$ cat src/rtl/ps2_pkg.sv
// Shared types and constants for the PS/2 keyboard receiver.
package ps2_pkg;

    localparam logic [7:0] PS2_EXT = 8'hE0;
    localparam logic [7:0] PS2_BRK = 8'hF0;

    typedef struct packed {
        logic       ext;
        logic       brk;
        logic [7:0] code;
    } ps2_event_t;

    typedef enum logic [1:0] {
        PFX_IDLE,
        PFX_EXT,
        PFX_BRK,
        PFX_EXT_BRK
    } ps2_prefix_e;

endpackage

$ cat src/rtl/ps2_event_fifo.sv
// Show-ahead synchronous FIFO of key events; head is presented combinationally.
module ps2_event_fifo
    import ps2_pkg::*;
#(
    parameter int unsigned DEPTH = 8
) (
    input  logic                     clk,
    input  logic                     reset,
    input  logic                     push_i,
    input  ps2_event_t               data_i,
    input  logic                     pop_i,
    output ps2_event_t               data_o,
    output logic                     valid_o,
    output logic                     full_o,
    output logic [$clog2(DEPTH):0]   count_o
);

    localparam int unsigned AW = $clog2(DEPTH);

    ps2_event_t    mem_q [DEPTH];
    logic [AW-1:0] wr_ptr_q;
    logic [AW-1:0] rd_ptr_q;
    logic [AW:0]   count_q;
    logic          do_push;
    logic          do_pop;

    assign valid_o = (count_q != '0);
    assign full_o  = (count_q == (AW+1)'(DEPTH));
    assign do_pop  = pop_i && valid_o;
    // A full FIFO still accepts when the head leaves in the same cycle.
    assign do_push = push_i && (!full_o || do_pop);

    always_ff @(posedge clk or posedge reset) begin
        if (reset) begin
            wr_ptr_q <= '0;
            rd_ptr_q <= '0;
            count_q  <= '0;
        end else begin
            if (do_push) wr_ptr_q <= wr_ptr_q + 1'b1;
            if (do_pop)  rd_ptr_q <= rd_ptr_q + 1'b1;
            count_q <= count_q + (AW+1)'(do_push) - (AW+1)'(do_pop);
        end
    end

    always_ff @(posedge clk) begin
        if (do_push) mem_q[wr_ptr_q] <= data_i;
    end

    assign data_o  = valid_o ? mem_q[rd_ptr_q] : '0;
    assign count_o = count_q;

endmodule

$ cat src/rtl/ps2_keyboard_rx.sv
// PS/2 keyboard receiver: pin sync, 11-bit deframing with timeout, E0/F0 prefix
// folding into key events, and a show-ahead event FIFO with valid/ready.
module ps2_keyboard_rx
    import ps2_pkg::*;
#(
    parameter int unsigned SYNC_STAGES    = 3,
    parameter int unsigned FIFO_DEPTH     = 8,
    parameter int unsigned TIMEOUT_CYCLES = 4096
) (
    input  logic                          clk,
    input  logic                          reset,
    input  logic                          ps2_clk,
    input  logic                          ps2_data,
    output logic [7:0]                    key_code,
    output logic                          key_break,
    output logic                          key_ext,
    output logic                          key_valid,
    input  logic                          key_ready,
    output logic [$clog2(FIFO_DEPTH):0]   fifo_count,
    output logic                          parity_err,
    output logic                          frame_err,
    output logic                          overflow
);

    localparam int unsigned TO_W = $clog2(TIMEOUT_CYCLES);

    logic [SYNC_STAGES-1:0] clk_sync_q;
    logic [SYNC_STAGES-1:0] data_sync_q;
    logic                   prev_clk_q;
    logic [3:0]             bit_cnt_q;
    logic [9:0]             frame_q;
    logic [TO_W-1:0]        to_cnt_q;
    ps2_prefix_e            pfx_q;
    logic                   push_q;
    ps2_event_t             event_q;
    logic                   parity_err_q;
    logic                   frame_err_q;
    logic                   overflow_q;

    logic       clk_s;
    logic       data_s;
    logic       fall;
    logic [7:0] rx_byte;
    logic       fifo_full;
    logic       pop;
    ps2_event_t head;

    assign clk_s   = clk_sync_q[SYNC_STAGES-1];
    assign data_s  = data_sync_q[SYNC_STAGES-1];
    assign fall    = prev_clk_q && !clk_s;
    assign rx_byte = frame_q[8:1];
    assign pop     = key_valid && key_ready;

    always_ff @(posedge clk or posedge reset) begin
        if (reset) begin
            clk_sync_q   <= '1;
            data_sync_q  <= '1;
            prev_clk_q   <= 1'b1;
            bit_cnt_q    <= '0;
            frame_q      <= '0;
            to_cnt_q     <= '0;
            pfx_q        <= PFX_IDLE;
            push_q       <= 1'b0;
            event_q      <= '0;
            parity_err_q <= 1'b0;
            frame_err_q  <= 1'b0;
            overflow_q   <= 1'b0;
        end else begin
            clk_sync_q   <= {clk_sync_q[SYNC_STAGES-2:0], ps2_clk};
            data_sync_q  <= {data_sync_q[SYNC_STAGES-2:0], ps2_data};
            prev_clk_q   <= clk_s;
            push_q       <= 1'b0;
            parity_err_q <= 1'b0;
            frame_err_q  <= 1'b0;
            overflow_q   <= push_q && fifo_full && !pop;

            if (fall) begin
                to_cnt_q <= '0;
                if (bit_cnt_q == 4'd10) begin
                    // frame_q holds start..parity LSB-first; data_s is the stop bit
                    bit_cnt_q <= '0;
                    if (frame_q[0] || !data_s) begin
                        frame_err_q <= 1'b1;
                        pfx_q       <= PFX_IDLE;
                    end else if (^frame_q[9:1] != 1'b1) begin
                        parity_err_q <= 1'b1;
                        pfx_q        <= PFX_IDLE;
                    end else if (rx_byte == PS2_EXT) begin
                        if (pfx_q == PFX_IDLE) pfx_q <= PFX_EXT;
                    end else if (rx_byte == PS2_BRK) begin
                        if (pfx_q == PFX_IDLE)     pfx_q <= PFX_BRK;
                        else if (pfx_q == PFX_EXT) pfx_q <= PFX_EXT_BRK;
                    end else begin
                        push_q       <= 1'b1;
                        event_q.ext  <= (pfx_q == PFX_EXT) || (pfx_q == PFX_EXT_BRK);
                        event_q.brk  <= (pfx_q == PFX_BRK) || (pfx_q == PFX_EXT_BRK);
                        event_q.code <= rx_byte;
                        pfx_q        <= PFX_IDLE;
                    end
                end else begin
                    frame_q   <= {data_s, frame_q[9:1]};
                    bit_cnt_q <= bit_cnt_q + 4'd1;
                end
            end else if (bit_cnt_q != '0) begin
                if (to_cnt_q == TO_W'(TIMEOUT_CYCLES - 1)) begin
                    frame_err_q <= 1'b1;
                    bit_cnt_q   <= '0;
                    to_cnt_q    <= '0;
                    pfx_q       <= PFX_IDLE;
                end else begin
                    to_cnt_q <= to_cnt_q + 1'b1;
                end
            end
        end
    end

    ps2_event_fifo #(
        .DEPTH (FIFO_DEPTH)
    ) u_fifo (
        .clk     (clk),
        .reset   (reset),
        .push_i  (push_q),
        .data_i  (event_q),
        .pop_i   (pop),
        .data_o  (head),
        .valid_o (key_valid),
        .full_o  (fifo_full),
        .count_o (fifo_count)
    );

    assign key_code   = head.code;
    assign key_break  = head.brk;
    assign key_ext    = head.ext;
    assign parity_err = parity_err_q;
    assign frame_err  = frame_err_q;
    assign overflow   = overflow_q;

endmodule

$ cat config.mk
export PLATFORM = sky130hd
export DESIGN_NAME = ps2_keyboard_rx
export DESIGN_NICKNAME = d
export VERILOG_FILES = /design/src/rtl/ps2_pkg.sv /design/src/rtl/ps2_event_fifo.sv /design/src/rtl/ps2_keyboard_rx.sv
export SDC_FILE = /design/constraint.sdc
export NUM_CORES = 1
export LEC_CHECK = 0
export ABC_AREA = 1
export BUFFER_PORTS_ARGS = -buffer_cell sky130_fd_sc_hd__clkbuf_2
export CAP_MARGIN = 20
export CORE_AREA = 2 2 117 141
export CTS_CLUSTER_DIAMETER = 40
export CTS_CLUSTER_SIZE = 25
export DETAILED_ROUTE_END_ITERATION = 12
export DIE_AREA = 0 0 119 143
export RECOVER_POWER = 50
export SLEW_MARGIN = 10
export SYNTH_ARGS = -nofsm -noshare
export SYNTH_HDL_FRONTEND = slang
export SYNTH_SLANG_ARGS = --single-unit
$ cat constraint.sdc
create_clock -name clk -period 2.9 [get_ports clk]
set_clock_uncertainty 0.15 [all_clocks]
set_input_delay 0.145 -clock clk [delete_from_list [all_inputs] [get_ports clk]]
set_output_delay 0.145 -clock clk [all_outputs]
set_load 0.1 [all_outputs]
==> flow_summary.ini <==
[cells_and_area]
fin_nets = 635
synthToLayoutAreaGrowth_pct = 20.6
final_util_pct = 47.6
final_cell_area_sq_um = 7410
final-instance-count-excl-fill = 833
diodes = 0
drive_gt1_share_pct = 19.5

[critical_path]
reg2reg_depth = 10
startpoint_type = flop
worstSetupEndpointType = primary output
crit_type = flop to primary output
cp_max_fo = 34
cp.required_ps = 2610
cp.arrival_ps = 2290

[yosys]
yosysWarnings = 0
netlist_instances = 573
synth_ff_type = edfxtp_1
synth_enable_flop_cells = 80
async_reset_ff_share_pct = 42.4
synth_fp_nets = 596
syn_area_per_cell_sq_um = 10.7
ys_seq_area_share_pct = 63.3
ys_types = 39
synth_area_sq_um = 6150
ys_ff_latch = 139

[cts]
cts_setup_buffers = 0
cts.sinks = 139
numCtsBuffers = 17
cts_root_buffer = clkbuf_16
path_clk_slew_ps = 60
cts_tree = done
htreeDepth = 4
clk_latency_ps = 410
max-clock-path-buffers = 2

[detailed_routing]
wirelength_um = 11300
wl_per_cell_um = 13.6
drt_iter0_drc = 232
viasPerCell = 4.79
vias = 3990
firstDrtPassIters = 4
antenna_left = 0
drc = 0

[power_and_ir_drop]
power_density_nw_per_um2 = 1160
p_seq_share_pct = 29.0
combPwrFrac_pct = 44.9
power_mw = 8.58
ir_drop_mv = 0.412
internal_power_mw = 4.96
clkPwrFrac_pct = 26.1
power.net_switching_mw = 3.61
swShare_pct = 42.1
p_leak_nw = 2.99

[floorplanning]
fp.dieH_um = 143
die_area_sq_um = 17000
core_area_sq_um = 15600
die_x_um = 119
io_pins = 23
start_util_pct = 39.5
fp-row-count = 50

[placed_design]
place_area_sq_um = 6750
portBuffers = 22
dp_hpwl_um = 7720
gp_congestion = 0.768
dp_cells = 797
place_ws_ps = 561

[sta]
fmax_mhz = 387
slew_headroom_pct = 35.3
grt_setup_unrepaired = no
setup-violations-final = 0
fin_hold_ws_ps = 205
hold_viol = 0
fin_setup_tns_ps = 0
period_share_pct = 89.1
period_minus_slack_ps = 2580
timing_max_transition_violations_final = 0
fin_ws_ps = 315
tightest_slew_ps = 970

[min_path]
hold_path_class = flop to flop
hold_depth = 0

[job]
drv_cap = 0

[global_route]
grt_max_degree = 43
grt.overflow.total = 0
grt_pass1_vias = 4003
grt_pass1_wl_um = 19500
grt_antenna_before_repair = 0
track_usage_pct = 14.6

[outcome]
status = finished clean
## cell usage in the layout (no fill, tap or decap), types with 17 or more instances in the layout
master / n
nand3_1: 17
nor2_1: 100
nand2_1: 80
ha_1: 17
edfxtp_1: 80
inv_1: 42
dfrtp_1: 49
o21ai_0: 65
clkbuf_16: 17
## final timing paths
check / start / endpoint / slack, ps
worst max-delay path: u_fifo.rd_ptr_q[0] / key_code[1] / 320
worst min-delay path: data_sync_q[1] / data_sync_q[2] / 200
worst max register to register: u_fifo.count_o[2] / u_fifo.count_o[2] / 580
worst min register to register: data_sync_q[1] / data_sync_q[2] / 200
max in group asynchronous: reset / event_q[2] / 940
min in group asynchronous: reset / to_cnt_q[4] / 240
## layer usage
metal / track usage (%) / vias up / wire, um
met5: 0 / - / 0
met2: 24.7 / 56 / 5750
met4: 5.08 / 0 / 102
li1: - / 2006 / -
met1: 18.2 / 1921 / 5180
met3: 3.91 / 7 / 315
## synthesized netlist by cell type (5+ instances only)
cell type | number | share of area [%]
nor2_1 | 109 | 6.7
edfxtp_1 | 80 | 39
nand2_1 | 80 | 4.9
o21ai_0 | 65 | 5.3
dfrtp_1 | 52 | 21
inv_1 | 42 | 2.6
ha_1 | 17 | 3.5
nand3_1 | 17 | 1.4
o32ai_1 | 11 | 1.6
o21ai_2 | 9 | 1.3
xor2_1 | 8 | 1.1
a21oi_1 | 7 | 0.57
buf_2 | 7 | 0.57
clkbuf_1 | 7 | 0.43
dfstp_2 | 7 | 3.0
o21ai_1 | 6 | 0.49
inv_2 | 5 | 0.31
nand2_2 | 5 | 0.51
## power by group through the flow
stage	logic, mW	registers (mW)	clock network, mW
floorplan	2.61	2.68	0
global placement	3.83	2.51	0
detailed placement	3.89	2.52	0
CTS	3.90	2.49	2.29
global route	4.17	2.52	2.38
finish	3.86	2.49	2.24
## final cells by class
cell class / instances / area (sq um)
fillers: 1378 / 8170
clock buffers: 17 / 425
repair buffers: 39 / 408
multi-input cells: 364 / 2020
clock inverters: 15 / 198
inverters: 51 / 209
flip-flops and latches: 139 / 3890
well taps: 208 / 260
## repair_timing
action / 4_1_cts / 5_1_grt
setup endpoints to repair: 0 / 0
gates resized for setup: 0 / 0
hold buffers: 4 / 0
hold endpoints to repair: 25 / 0
## kinds of logic after synthesis
| kind of cell | count (synthesis) | share of synthesized area (%) |
|---|---|---|
| AO/OA/AOI/OAI | 100 | 9.47 |
| XOR/XNOR | 11 | 1.57 |
| flip-flops | 139 | 63.3 |
| AND/OR/NAND/NOR | 235 | 17.0 |
| adder cells (fa/ha/maj) | 18 | 3.79 |
| buffers and inverters | 70 | 4.97 |
## flip-flops by register name (all words and copies together) (netlist names)
name,cells
u_fifo.count_o,4
prev_clk_q,1
u_fifo.rd_ptr_q,3
u_fifo.mem_q,80
overflow,1
bit_cnt_q,4
push_q,1
frame_err,1
parity_err,1
clk_sync_q,3
event_q,10
to_cnt_q,12
u_fifo.wr_ptr_q,3
frame_q,10
data_sync_q,3
pfx_q,2
## critical path: stages, from the launching register on
cell     delay (ps)
dfrtp_1         460
inv_1           220
buf_12          230
o21ai_0         220
o21ai_0         130
o21ai_0         350
nor2_4           80
buf_12          170
(Power assumes the default switching activity.)
